<file path="src/rtl/vwb_queue.sv">
`timescale 1ns/1ps
// Vector writeback request queue: filters illegal register groups, buffers legal ones,
// issues one registered writeback per cycle and publishes the pending-write mask.
module vwb_queue #(
  parameter int DATA_W = 128,
  parameter int DEPTH  = 4
) (
  input  logic              clk,
  input  logic              rst_n,
  input  logic              req_valid,
  output logic              req_ready,
  input  logic [4:0]        req_vd,
  input  logic [2:0]        req_vlmul,
  input  logic [DATA_W-1:0] req_data,
  input  logic              wb_hold,
  input  logic              flush,
  input  logic              err_clr,
  output logic              wb_load,
  output logic [5:0]        wb_sel,
  output logic [2:0]        wb_vlmul,
  output logic [DATA_W-1:0] wb_data,
  output logic [31:0]       pending_mask,
  output logic              err_misalign
);

  localparam int AW = $clog2(DEPTH);

  logic [AW:0]       wr_ptr, rd_ptr, count;
  logic [4:0]        q_vd    [DEPTH];
  logic [1:0]        q_vlmul [DEPTH];
  logic [DATA_W-1:0] q_data  [DEPTH];

  logic empty, full, legal, accept, push, pop;

  function automatic logic [31:0] grp_mask(input logic [4:0] vd, input logic [1:0] lm);
    logic [31:0] base;
    case (lm)
      2'd0:    base = 32'h0000_0001;
      2'd1:    base = 32'h0000_0003;
      2'd2:    base = 32'h0000_000F;
      default: base = 32'h0000_00FF;
    endcase
    return base << vd;
  endfunction

  assign count     = wr_ptr - rd_ptr;
  assign empty     = (count == '0);
  assign full      = (count == (AW+1)'(DEPTH));
  assign req_ready = !full;

  // Alignment: the low vlmul bits of vd must be zero; vlmul codes 4-7 are reserved.
  assign legal  = !req_vlmul[2] &&
                  ((req_vd & ((5'd1 << req_vlmul[1:0]) - 5'd1)) == 5'd0);
  assign accept = req_valid && req_ready && !flush;
  assign push   = accept && legal;
  assign pop    = !empty && !wb_hold && !flush;

  always_ff @(posedge clk or negedge rst_n) begin
    if (!rst_n) begin
      wr_ptr       <= '0;
      rd_ptr       <= '0;
      wb_load      <= 1'b0;
      wb_sel       <= '0;
      wb_vlmul     <= '0;
      wb_data      <= '0;
      err_misalign <= 1'b0;
    end else begin
      if (flush) begin
        wr_ptr <= '0;
        rd_ptr <= '0;
      end else begin
        if (push) wr_ptr <= wr_ptr + 1'b1;
        if (pop)  rd_ptr <= rd_ptr + 1'b1;
      end
      wb_load <= pop;
      if (pop) begin
        wb_sel   <= {1'b0, q_vd[rd_ptr[AW-1:0]]};
        wb_vlmul <= {1'b0, q_vlmul[rd_ptr[AW-1:0]]};
        wb_data  <= q_data[rd_ptr[AW-1:0]];
      end
      if (accept && !legal)
        err_misalign <= 1'b1;
      else if (err_clr)
        err_misalign <= 1'b0;
    end
  end

  always_ff @(posedge clk) begin
    if (push) begin
      q_vd[wr_ptr[AW-1:0]]    <= req_vd;
      q_vlmul[wr_ptr[AW-1:0]] <= req_vlmul[1:0];
      q_data[wr_ptr[AW-1:0]]  <= req_data;
    end
  end

  // A slot is live when its distance from the read pointer is below the occupancy.
  logic [AW-1:0] slot_off;
  always_comb begin
    pending_mask = '0;
    slot_off     = '0;
    for (int i = 0; i < DEPTH; i++) begin
      slot_off = AW'(i) - rd_ptr[AW-1:0];
      if ({1'b0, slot_off} < count)
        pending_mask = pending_mask | grp_mask(q_vd[i], q_vlmul[i]);
    end
    if (wb_load)
      pending_mask = pending_mask | grp_mask(wb_sel[4:0], wb_vlmul[1:0]);
  end

endmodule

</file>
<file path="config.mk">
export PLATFORM = sky130hd
export DESIGN_NAME = vwb_queue
export DESIGN_NICKNAME = d
export VERILOG_FILES = /design/src/rtl/vwb_queue.sv
export SDC_FILE = /design/constraint.sdc
export NUM_CORES = 1
export LEC_CHECK = 0
export ABC_AREA = 1
export CORE_MARGIN = 2
export CORE_UTILIZATION = 51
export DETAILED_ROUTE_END_ITERATION = 8
export GPL_TIMING_DRIVEN = 0
export HOLD_SLACK_MARGIN = 0.08
export PLACE_DENSITY_LB_ADDON = 0.25
export SYNTH_ARGS = -nofsm -noshare
export SYNTH_HDL_FRONTEND = slang
export SYNTH_SLANG_ARGS = --single-unit
</file>
<file path="constraint.sdc">
create_clock -name clk -period 8.95 [get_ports clk]
set_input_delay 1.3425 -clock clk [delete_from_list [all_inputs] [get_ports clk]]
set_output_delay 1.3425 -clock clk [all_outputs]
set_load 0.005 [all_outputs]
</file>
---- After elaboration in Yosys (flattened, before gate mapping) ----
Memory sizes are Yosys's and may differ from the RTL's. A register that Yosys moved wholly into a read port is not among the register bits.
Index checks and enable logic that the tools add are counted.
word-level totals
  output and inout port bits .............. 172
  memories ................................ 3
  bits in writable memories ............... 540
  register bits after elaboration ......... 8
  input port bits ......................... 142
memories
  name     words  bits a word  rd ports  clocked after memory_dff  wr ports  RTL line  source
  q_data   4      128          1         1                         1         31        logic [DATA_W-1:0] q_data [DEPTH];
  q_vd     4      5            5         1                         1         29        logic [4:0] q_vd [DEPTH];
  q_vlmul  4      2            5         1                         1         30        logic [1:0] q_vlmul [DEPTH];
cells by class
  shifts and indexed selects .............. 6
  reductions and logical operators ........ 26
  multiplexer cells ....................... 23
  bitwise gates (word level) .............. 5
  order comparisons ....................... 4
  equality and inequality tests ........... 11
  $add $sub $neg .......................... 8
operators with widths
  kind                                                 count
  two-way mux 32 bit                                   10
  << shifter 32 x 5 -> 32 bit                          5
  bitwise OR 32 bit                                    4
  one-hot mux 8 bit (3 select lines)                   5
  < comparator 2 x 3 -> 1 bit                          4
  two-way mux 3 bit                                    4
  equality test 2 x 1 -> 1 bit, second input constant  5
  equality test 2 bit, second input constant           5
  zero test 2 bit                                      5
  zero test 1 bit                                      9
  logical AND 1 bit                                    7
  adder 3 x 1 -> 3 bit, second input constant          2
  nonzero test 2 bit                                   3
  bitwise AND 5 bit                                    1
  zero test 5 bit                                      1
  << shifter 1 x 2 -> 5 bit, first input constant      1
  subtractor 5 x 1 -> 5 bit, second input constant     1
  two-way mux 1 bit                                    4
  subtractor 1 x 2 -> 2 bit, first input constant      2
  subtractor 2 bit, first input constant               2
  equality test 3 bit, second input constant           1
  zero test 3 bit                                      1
  subtractor 3 bit                                     1

---- Logic depth before layout (Yosys ltp) ----
Gate-level depths: netlist (run 1).
An unclocked memory read counts as a cell.
  depth after elaboration ................. 14
  gate-level depth with buffers ........... 17
  gate-level depth less buffers ........... 15

---- Least setup slack after synthesis (run 1) ----
No wires, ideal clock.
  path kind ............................... reg2reg
  start point ............................. reg rd_ptr[1]
  end point ............................... mem q_data[0][0], enable pin
  arrival time ............................ 7.799 ns
  library setup time ...................... 0.632 ns
  setup slack ............................. 0.519 ns
  data required time ...................... 8.318 ns
  cell stages (with the launch flop) ...... 13
  clock period less this slack ............ 8.431 ns
  cell sequence ........................... dfrtp_1 > buf_2 > clkinv_1 > buf_2 > clkbuf_1 > fa_1 > nand3_4 > nand2_1 > nand3_1 > nand2_1 > inv_1 > nand2_1 > nor2_1
between the ends
  word-level cells in the longest chain between the ends .. 8
ends and longest elaborated chain
  what                                     RTL line  source
  from (decl)                              28        logic [AW:0] wr_ptr, rd_ptr, count;
  from (signal assigned)                   73        if (pop) rd_ptr <= rd_ptr + 1'b1;
  subtractor 3 bit                         46        assign count = wr_ptr - rd_ptr;
  equality test 3 bit                      48        assign full = (count == (AW+1)'(DEPTH));
  zero test 1 bit                          49        assign req_ready = !full;
  named net req_ready                      11        output logic req_ready,
  logical AND 1 bit (2 in a row)           54        assign accept = req_valid && req_ready && !flush;
  logical AND 1 bit                        55        assign push = accept && legal;
  two-way mux 1 bit                        89        if (push) begin
  two-way mux 1 bit (not written as such)  92        q_data[wr_ptr[AW-1:0]] <= req_data;
  to (decl)                                31
The timed path passes the listed nets, and every way through them passes these cells.

---- Worst setup path after layout (run 1) ----
  start point ............................. reg rd_ptr[1]
  end point ............................... out pending_mask[12]
between the ends
  word-level cells in the longest chain between the ends .. 11
ends and longest elaborated chain
  what                                                           RTL line  source
  subtractor 3 bit or subtractor 1 x 2 -> 2 bit (tied branches)  46, 102
  < comparator 2 x 3 -> 1 bit                                    103       if ({1'b0, slot_off} < count)
  two-way mux 32 bit                                             103
  bitwise OR 32 bit                                              104       pending_mask = pending_mask | grp_mask(q_vd[i], q_vlmul[i]);
  two-way mux 32 bit                                             103
  bitwise OR 32 bit                                              104
  two-way mux 32 bit                                             103
  bitwise OR 32 bit                                              104
  two-way mux 32 bit (*)                                         103
  bitwise OR 32 bit                                              107       pending_mask = pending_mask | grp_mask(wb_sel[4:0], wb_vlmul[1:0]);
  two-way mux 32 bit (*)                                         106       if (wb_load)
  to (decl)                                                      22        output logic [31:0] pending_mask,
Mark *: on every way between the ends. The rest lies on a longest branch, timed or not.

==> impl_metrics.py, run 1 <==
metrics = {
    "min_path": {
        "hold-path-endpoint": "wb_data[13]",
        "worstHoldPathCells": 2,
        "min_path_type": "flop to flop",
        "hold_start": "wb_data[13]",
    },
    "yosys": {
        "synth.avg_cell_area_um2": 10.7,
        "ys_seq_elements": 683,
        "postSynthCellCount": 2683,
        "yosysSeqAreaShare": 0.690,
        "async_flop_share": 0.209,
        "yosys_warnings": 0,
        "synth-main-ff-cell": "edfxtp_1",
        "syn-cell-area_mm2": 0.0287,
        "synthDistinctLibCells": 38,
        "synth-edff-count": 540,
    },
    "sta": {
        "slew_headroom": 0.331,
        "period_share": 0.795,
        "fin_crit_ns": 7.11,
        "rsz0062_at_grt": "no",
        "setup_tns_ns": 0,
        "hold_viol": 0,
        "fmax_mhz": 141,
        "maxSlewViolCount": 0,
        "tightest_slew_ns": 1.00,
        "setup_viol": 0,
        "clock-skew-final_ns": 0.0198,
    },
    "setup_path": {
        "cp-end-kind": "primary output",
        "r2r-start": "rd_ptr[1]",
        "critPathKind": "flop to primary output",
        "critical_path_required_ns": 7.61,
        "r2r_end": "q_data[2][13]",
        "worst_ep_arrival_time_ns": 5.77,
        "crit_fanout": 11,
        "rr_worst_depth": 15,
        "cp-start-kind": "flop",
        "r2r_slack_ns": 3.43,
    },
    "global_routing": {
        "track_usage": 0.298,
        "grt.met3_usage": 0.0595,
        "grtUsageMet1": 0.393,
        "grt_max_degree": 99,
        "grt.busiest_layer": "met2",
        "grt_pass1_vias": 21300,
        "antenna_found_initial": 14,
        "grt_overflow": 0,
        "grt_util_met2": 0.491,
        "grt_pass1_wl_um": 128000,
    },
    "pwr": {
        "p_per_area_mw_per_mm2": 280,
        "ir_drop_mv": 0.173,
        "p_leak_nw": 13.6,
    },
    "floorplan": {
        "fp.dieH_um": 241,
        "die_area_mm2": 0.0581,
        "start_util": 0.518,
        "num_io_pins": 314,
        "die_w_um": 241,
        "core_area_mm2": 0.0553,
        "num_rows": 86,
    },
    "clock_tree": {
        "cts.clk_slew.worst_paths_ns": 0.06,
        "cts.repair.resized": 0,
        "clock_sinks": 683,
        "clockBufferDepth": 3,
        "clk_latency_ns": 0.60,
        "postCtsSetupRepairBufs": 0,
        "cts_buffers": 70,
        "cts_hold_buf": 0,
        "cts_root_buf": "clkbuf_16",
        "cts_tree": "done",
        "htreeDepth": 3,
    },
    "placement": {
        "portBuffers": 311,
        "gp_congestion": 0.947,
        "dp_cells": 3765,
        "hpwl_um": 60200,
    },
    "status": {
        "status": "finished clean",
    },
    "detailed_routing": {
        "route.detailed.drc": 0,
        "firstDrtPassIters": 6,
        "wirelength_um": 87000,
        "vias_per_cell": 5.65,
        "wl_per_cell_um": 22.3,
        "drtIter0Drc": 2399,
        "ant_nets": 0,
        "vias": 22000,
    },
    "layout": {
        "final_cells": 3900,
        "nFillCells": 4344,
        "multi_input_area_mm2": 0.00790,
        "area_growth_pct": 23.7,
        "fin_util": 0.641,
        "final_nets": 3243,
        "regArea_mm2": 0.0198,
        "drive_gt1_frac": 0.0611,
    },
    "run": {
        "maxCapViolations": 0,
    },
}
-- through the flow --
step	cell area [um^2]	total power, mW	hold slack (ns)	worst slack (ns)
floorplan	28700	5.46	0.472	0.519
global placement	32700	7.06	0.462	-5.50
detailed placement	33200	7.11	0.464	2.44
CTS	35400	9.95	0.480	1.77
global route	35400	10.4	0.493	1.50
finish	35500	9.93	0.476	1.84
-- placed cells by master, fill, tap and decap left out, types with 4 or more instances in the layout --
cell type        netlist  layout
nand2_1              663     663
edfxtp_1             540     540
nor2_1               406     402
o21ai_0              318     318
clkdlybuf4s50_1        0     310
dfrtp_1              143     143
o22ai_1              130     130
nand3_1              122     122
clkbuf_1              83     112
inv_1                 81      81
clkbuf_16              0      74
a21oi_1               50      50
buf_2                 40      40
nand4_1               25      25
buf_12                 0      19
buf_4                 13      13
ha_1                  11      11
clkinv_1               6      10
buf_1                  9       9
diode_2                0       8
inv_2                  8       8
o211ai_1               6       6
nor3_1                 4       4
nor2_4                 0       4
clkinv_2               0       4
inv_6                  0       4
-- registers in the layout, indices dropped and copies added, names as in the netlist --
| signal | flops |
|---|---|
| wb_data | 128 |
| wb_load | 1 |
| wb_sel | 5 |
| q_vlmul | 8 |
| rd_ptr | 3 |
| wb_vlmul | 2 |
| err_misalign | 1 |
| q_vd | 20 |
| wr_ptr | 3 |
| q_data | 512 |
-- layer usage --
metal	vias up	share of wire
met2	969	0.49
li1	10100	-
met4	12	0.036
met3	182	0.079
met1	10700	0.39
met5	-	0.00094
-- worst max path at each step --
| stage | from | endpoint | slack, ns |
|---|---|---|---|
| after floorplan | rd_ptr[1] | q_data[0][0] | 0.52 |
| after global placement | rd_ptr[1] | q_data[0][3] | -5.50 |
| after detailed placement | rd_ptr[1] | pending_mask[24] | 2.44 |
| after CTS | rd_ptr[1] | pending_mask[24] | 1.77 |
| after global routing | rd_ptr[1] | pending_mask[24] | 1.50 |
| final | rd_ptr[1] | pending_mask[12] | 1.84 |
-- logic make-up after synthesis --
kind of cell | count (synthesis) | synth area share
mux | 1 | 0.000349
compound gates | 513 | 0.0964
buf+inv | 241 | 0.0353
xor+xnor | 1 | 0.000306
flops | 683 | 0.690
simple gates | 1231 | 0.172
fa+ha+maj | 12 | 0.00550
other cells | 1 | 0.000131
-- worst max-delay path, stage by stage (launching register included) --
cell and delay (ns):
dfrtp_1 0.39, buf_2 0.43, clkinv_1 0.74, buf_2 0.44
clkbuf_1 0.33, fa_1 0.60, inv_1 0.11, ha_1 0.31
o21bai_1 0.17, nand3_2 0.20, nand2_1 0.34, inv_2 0.09
buf_2 0.22, nand2_1 0.09, nand2_1 0.10, inv_1 0.08
nand2_1 0.06, clkdlybuf4s50_1 0.45
-- report_power, final --
part | switching (mW) | internal [mW] | leakage (nW)
registers | 0.214 | 3.75 | 6.65
clock network | 1.21 | 1.64 | 1.07
logic | 1.86 | 1.27 | 5.86
-- cell type report --
cell class,count,share of cell area
repair buffers,333,0.101
flip-flops and latches,683,0.558
well taps,748,0.0264
inverters,95,0.0101
multi-input cells,1760,0.223
clock inverters,22,0.00660
plain buffers,146,0.0185
clock buffers,105,0.0561
diodes,8,0.000565
-- Yosys cell counts, types with 2 or more instances --
master | n | share of area
ha_1 | 11 | 0.0048
o22ai_1 | 130 | 0.028
o211ai_1 | 6 | 0.0016
edfxtp_1 | 540 | 0.57
nand3_2 | 3 | 0.0010
buf_1 | 9 | 0.0012
nor2_1 | 406 | 0.053
inv_1 | 81 | 0.011
nand2_1 | 663 | 0.087
clkbuf_1 | 83 | 0.011
nand2_2 | 2 | 0.00044
nor3_1 | 4 | 0.00070
buf_2 | 40 | 0.0070
nand3_4 | 2 | 0.0012
clkinv_1 | 6 | 0.00079
buf_4 | 13 | 0.0034
nand3_1 | 122 | 0.021
inv_2 | 8 | 0.0010
o21ai_0 | 318 | 0.056
o21bai_1 | 3 | 0.00079
nand4_1 | 25 | 0.0055
a21oi_1 | 50 | 0.0087
dfrtp_1 | 143 | 0.12
Power figures use the tool's default switching activity.
==> run 2: changes to the inputs <==
==> constraint.sdc (replaced) <==
create_clock -name clk -period 6.43 [get_ports clk]
set_input_delay 0.9645 -clock clk [delete_from_list [all_inputs] [get_ports clk]]
set_output_delay 0.9645 -clock clk [all_outputs]
set_load 0.005 [all_outputs]
==> impl_metrics.py, run 2 (synthesis results as in run 1) <==
metrics = {
    "global_routing": {
        "grt.busiest_layer": "met2",
        "antenna_found_initial": 14,
        "grt_util_met2": 0.491,
        "grtUsageMet1": 0.393,
        "grt_pass1_vias": 21300,
        "grt.met3_usage": 0.0595,
        "grt_overflow": 0,
        "grt_pass1_wl_um": 128000,
        "grt_max_degree": 99,
        "track_usage": 0.298,
    },
    "pwr": {
        "ir_drop_mv": 0.240,
        "p_per_area_mw_per_mm2": 390,
        "p_leak_nw": 13.6,
    },
    "detailed_routing": {
        "drtIter0Drc": 2381,
        "vias_per_cell": 5.65,
        "vias": 22000,
        "wl_per_cell_um": 22.3,
        "wirelength_um": 87100,
        "ant_nets": 0,
        "route.detailed.drc": 0,
        "firstDrtPassIters": 6,
    },
    "floorplan": {
        "core_area_mm2": 0.0553,
        "num_rows": 86,
        "num_io_pins": 314,
        "fp.dieH_um": 241,
        "die_area_mm2": 0.0581,
        "start_util": 0.518,
        "die_w_um": 241,
    },
    "clock_tree": {
        "clk_latency_ns": 0.60,
        "cts_buffers": 70,
        "cts_tree": "done",
        "clockBufferDepth": 3,
        "htreeDepth": 3,
        "postCtsSetupRepairBufs": 0,
        "clock_sinks": 683,
        "cts_root_buf": "clkbuf_16",
        "cts.clk_slew.worst_paths_ns": 0.06,
    },
    "sta": {
        "hold_viol": 0,
        "rsz0062_at_grt": "no",
        "period_share": 0.909,
        "setup_tns_ns": 0,
        "fin_crit_ns": 5.85,
        "setup_viol": 0,
        "slew_headroom": 0.326,
        "tightest_slew_ns": 1.01,
        "maxSlewViolCount": 0,
        "hold-worst-slack_ns": 0.253,
        "clock-skew-final_ns": 0.0201,
        "fmax_mhz": 171,
    },
    "layout": {
        "area_growth_pct": 23.7,
        "fin_util": 0.641,
        "final_nets": 3242,
        "drive_gt1_frac": 0.0614,
        "nFillCells": 4340,
        "largest_reg_flops": 512,
        "layout_commonest_cell": "nand2_1",
        "final_cell_mix": "nand2_1, edfxtp_1, nor2_1, o21ai_0, clkdlybuf4s50_1",
        "final_cells": 3901,
    },
    "placement": {
        "hpwl_um": 60200,
        "gp_congestion": 0.947,
        "dp_cells": 3765,
        "portBuffers": 311,
    },
    "setup_path": {
        "critPathKind": "flop to primary output",
        "cp-start-kind": "flop",
        "crit_fanout": 20,
        "cp-end-kind": "primary output",
        "r2r_slack_ns": 1.85,
        "worst_ep_arrival_time_ns": 4.88,
        "critical_path_required_ns": 5.47,
    },
    "status": {
        "status": "finished clean",
    },
    "run": {
        "maxCapViolations": 0,
    },
    "min_path": {
        "min_path_type": "input pin to async pin",
    },
}
[run 2: path summary, 6_finish.rpt]
check                       startpoint         endpoint  cells past startpoint
setup / recovery             rd_ptr[1]  pending_mask[5]                     14
max in group asynchronous        rst_n      wb_data[40]                      2
min in group clk           wb_data[13]      wb_data[13]                      2
hold / removal                   rst_n     wb_data[111]                      1
hold reg to reg            wb_data[13]      wb_data[13]                      2
setup reg to reg             rd_ptr[1]     q_data[2][9]                     14
[run 2: per-layer routing]
metal / up-vias / routed length, um
met1: 10800 / 34200
met4: 10 / 3140
met5: - / 67
met3: 178 / 6830
met2: 924 / 42800
li1: 10200 / -
[run 2: area by class of cell]
| type | count | area, um^2 | area share |
|---|---|---|---|
| repair buffers | 333 | 3580 | 0.101 |
| well taps | 748 | 936 | 0.0264 |
| clock inverters | 22 | 234 | 0.00660 |
| diodes | 10 | 25.0 | 0.000706 |
| clock buffers | 105 | 1990 | 0.0561 |
| multi-input cells | 1760 | 7900 | 0.223 |
| inverters | 95 | 359 | 0.0101 |
| plain buffers | 145 | 651 | 0.0183 |
| flip-flops and latches | 683 | 19800 | 0.558 |
[run 2: power by group]
part           switching [mW]  internal [mW]  total [mW]
clock network            1.68           2.28        3.96
logic                    2.58           1.76        4.34
registers               0.298           5.22        5.52
total                    4.56           9.26        13.8
[run 2: critical path, stage by stage, from the launching register on]
cell,delay [ns]
dfrtp_1,0.41
buf_2,0.31
inv_4,0.31
buf_2,0.46
fa_1,0.49
inv_1,0.18
ha_1,0.28
o21bai_1,0.17
nand3_2,0.20
nand2_1,0.34
inv_2,0.10
buf_2,0.22
nand3_1,0.11
nand4_1,0.18
clkdlybuf4s50_1,0.50
[run 2: timing repair]
action,in CTS,in global routing
pin swaps,0,0
gates resized for setup,1,1
gates cloned,0,0
hold buffers,0,0
endpoints found under the setup margin,32,17
[run 2: stage by stage]
| step | power [mW] | area [um^2] | setup WS (ns) |
|---|---|---|---|
| after floorplan | 7.59 | 28700 | -2.00 |
| after global placement | 9.83 | 32700 | -8.02 |
| after detailed placement | 9.90 | 33200 | 0.300 |
| after CTS | 13.9 | 35400 | 0.0159 |
| after global routing | 14.5 | 35400 | 0.334 |
| final | 13.8 | 35500 | 0.584 |
==> run 3: changes to the inputs <==
--- a/config.mk
+++ b/config.mk
@@ -6,7 +6,6 @@
 export NUM_CORES = 1
 export LEC_CHECK = 0
 export ABC_AREA = 1
-export CORE_MARGIN = 2
 export CORE_UTILIZATION = 51
 export DETAILED_ROUTE_END_ITERATION = 8
 export GPL_TIMING_DRIVEN = 0
==> impl_metrics.py, run 3 (synthesis results as in run 1) <==
metrics = {
    "status": {
        "status": "finished clean",
    },
    "run": {
        "maxCapViolations": 0,
    },
    "sta": {
        "hold-worst-slack_ns": 0.313,
        "hold_viol": 0,
        "maxSlewViolCount": 0,
        "slew_headroom": 0.235,
        "clock-skew-final_ns": 0.0289,
        "fmax_mhz": 170,
        "setup_tns_ns": 0,
        "tightest_slew_ns": 1.15,
        "rsz0062_at_grt": "no",
        "period_share": 0.913,
        "setup_viol": 0,
        "fin_crit_ns": 5.87,
    },
    "clock_tree": {
        "cts_hold_buf": 0,
        "postCtsSetupRepairBufs": 0,
        "htreeDepth": 3,
        "cts.clk_slew.worst_paths_ns": 0.06,
        "cts_root_buf": "clkbuf_16",
        "clock_sinks": 683,
        "clk_latency_ns": 0.62,
        "cts_buffers": 71,
        "clockBufferDepth": 3,
        "cts_tree": "done",
    },
    "global_routing": {
        "antenna_found_initial": 13,
        "grt_max_degree": 88,
        "grt_pass1_wl_um": 129000,
        "track_usage": 0.305,
        "grt_overflow": 0,
        "grt_pass1_vias": 21200,
    },
    "layout": {
        "multi_input_area_mm2": 0.00790,
        "largest_reg_flops": 512,
        "area_growth_pct": 23.8,
        "drive_gt1_frac": 0.0649,
        "layout_commonest_cell": "nand2_1",
        "regArea_mm2": 0.0198,
        "final_nets": 3242,
        "nFillCells": 4337,
        "fin_area_mm2": 0.0355,
        "final_cell_mix": "nand2_1, edfxtp_1, nor2_1, o21ai_0, clkdlybuf4s50_1",
    },
    "floorplan": {
        "die_w_um": 239,
        "core_area_mm2": 0.0553,
        "die_area_mm2": 0.0572,
        "num_rows": 86,
        "start_util": 0.518,
        "num_io_pins": 314,
        "fp.dieH_um": 239,
    },
    "setup_path": {
        "rr_worst_depth": 15,
        "cp-start-kind": "flop",
        "crit_fanout": 20,
        "critical_path_required_ns": 5.47,
        "worst_ep_arrival_time_ns": 4.90,
        "critPathKind": "flop to primary output",
        "cp-end-kind": "primary output",
    },
    "detailed_routing": {
        "drtIter0Drc": 2180,
        "route.detailed.drc": 0,
        "wirelength_um": 87600,
        "vias": 22100,
        "ant_nets": 0,
        "vias_per_cell": 5.68,
        "firstDrtPassIters": 6,
        "wl_per_cell_um": 22.5,
    },
    "pwr": {
        "p_leak_nw": 13.6,
        "p_per_area_mw_per_mm2": 392,
        "ir_drop_mv": 0.321,
    },
    "placement": {
        "placed_cell_area_mm2": 0.0332,
        "portBuffers": 311,
        "hpwl_um": 60700,
        "gp_congestion": 0.951,
    },
    "min_path": {
        "min_path_type": "input pin to async pin",
    },
}
==> run 3: changes by cell type in the layout (fill, tap and decap cells not counted), moves of 2 or more <==
cell	before	now
clkbuf_1	111	99
clkinv_1	9	12
clkbuf_8	2	12
clkinv_8	2	0
clkinv_4	3	0
clkinv_2	4	12
diode_2	10	8
==> run 3: layout make-up <==
type                    instances  share of cell area
inverters                      95              0.0101
diodes                          8            0.000564
well taps                     748              0.0264
clock inverters                28             0.00680
multi-input cells            1760               0.222
flip-flops and latches        683               0.558
clock buffers                 102              0.0579
repair buffers                332               0.100
plain buffers                 145              0.0183
==> run 3: worst max-delay path: stages, from the launching register on <==
cell and delay, ns:
dfrtp_1 0.42, buf_2 0.31, inv_4 0.29, buf_2 0.47, fa_1 0.51, inv_1 0.21, ha_1 0.29, o21bai_1 0.17
nand3_2 0.21, nand2_1 0.33, inv_2 0.07, buf_2 0.19, nand2_1 0.10, nand2_1 0.06, inv_1 0.08, nand4_1 0.11
clkdlybuf4s50_1 0.47
==> run 3: final timing paths <==
check	start	endpoint	slack (ns)
hold / removal	rst_n	wb_data[118]	0.31
hold reg to reg	wb_data[23]	wb_data[23]	0.48
max in group asynchronous	rst_n	wb_data[40]	5.18
setup / recovery	rd_ptr[1]	pending_mask[15]	0.56
min in group clk	wb_data[23]	wb_data[23]	0.48
setup reg to reg	rd_ptr[1]	q_data[0][35]	1.73
==> run 3: power breakdown <==
group          switching [mW]  total, mW  internal [mW]
Sequential              0.292       5.51           5.22
Clock                    1.70       4.06           2.36
Combinational            2.57       4.33           1.76
==> run 3: through the flow <==
stage	cells	worst slack [ns]	utilization	power [mW]
after floorplan	2684	-2.00	-	7.59
after global placement	3743	-8.34	0.592	9.82
after detailed placement	3764	0.334	0.600	9.88
after CTS	3894	0.0506	0.642	13.9
after global routing	3899	0.315	0.642	14.5
final	3901	0.562	0.642	13.9
==> run 3: layer usage <==
layer | vias to the layer above | global-route usage | share of wire
met1 | 10800 | 0.424 | 0.41
met3 | 138 | 0.0521 | 0.077
met4 | 14 | 0.0843 | 0.022
met2 | 993 | 0.498 | 0.49
li1 | 10200 | - | -
met5 | - | 0 | 0.0012
==> run 3: what timing repair did <==
item | 4_1_cts | 5_1_grt
endpoints found under the setup margin | 32 | 28
cloned | 0 | 0
resized for setup | 1 | 1
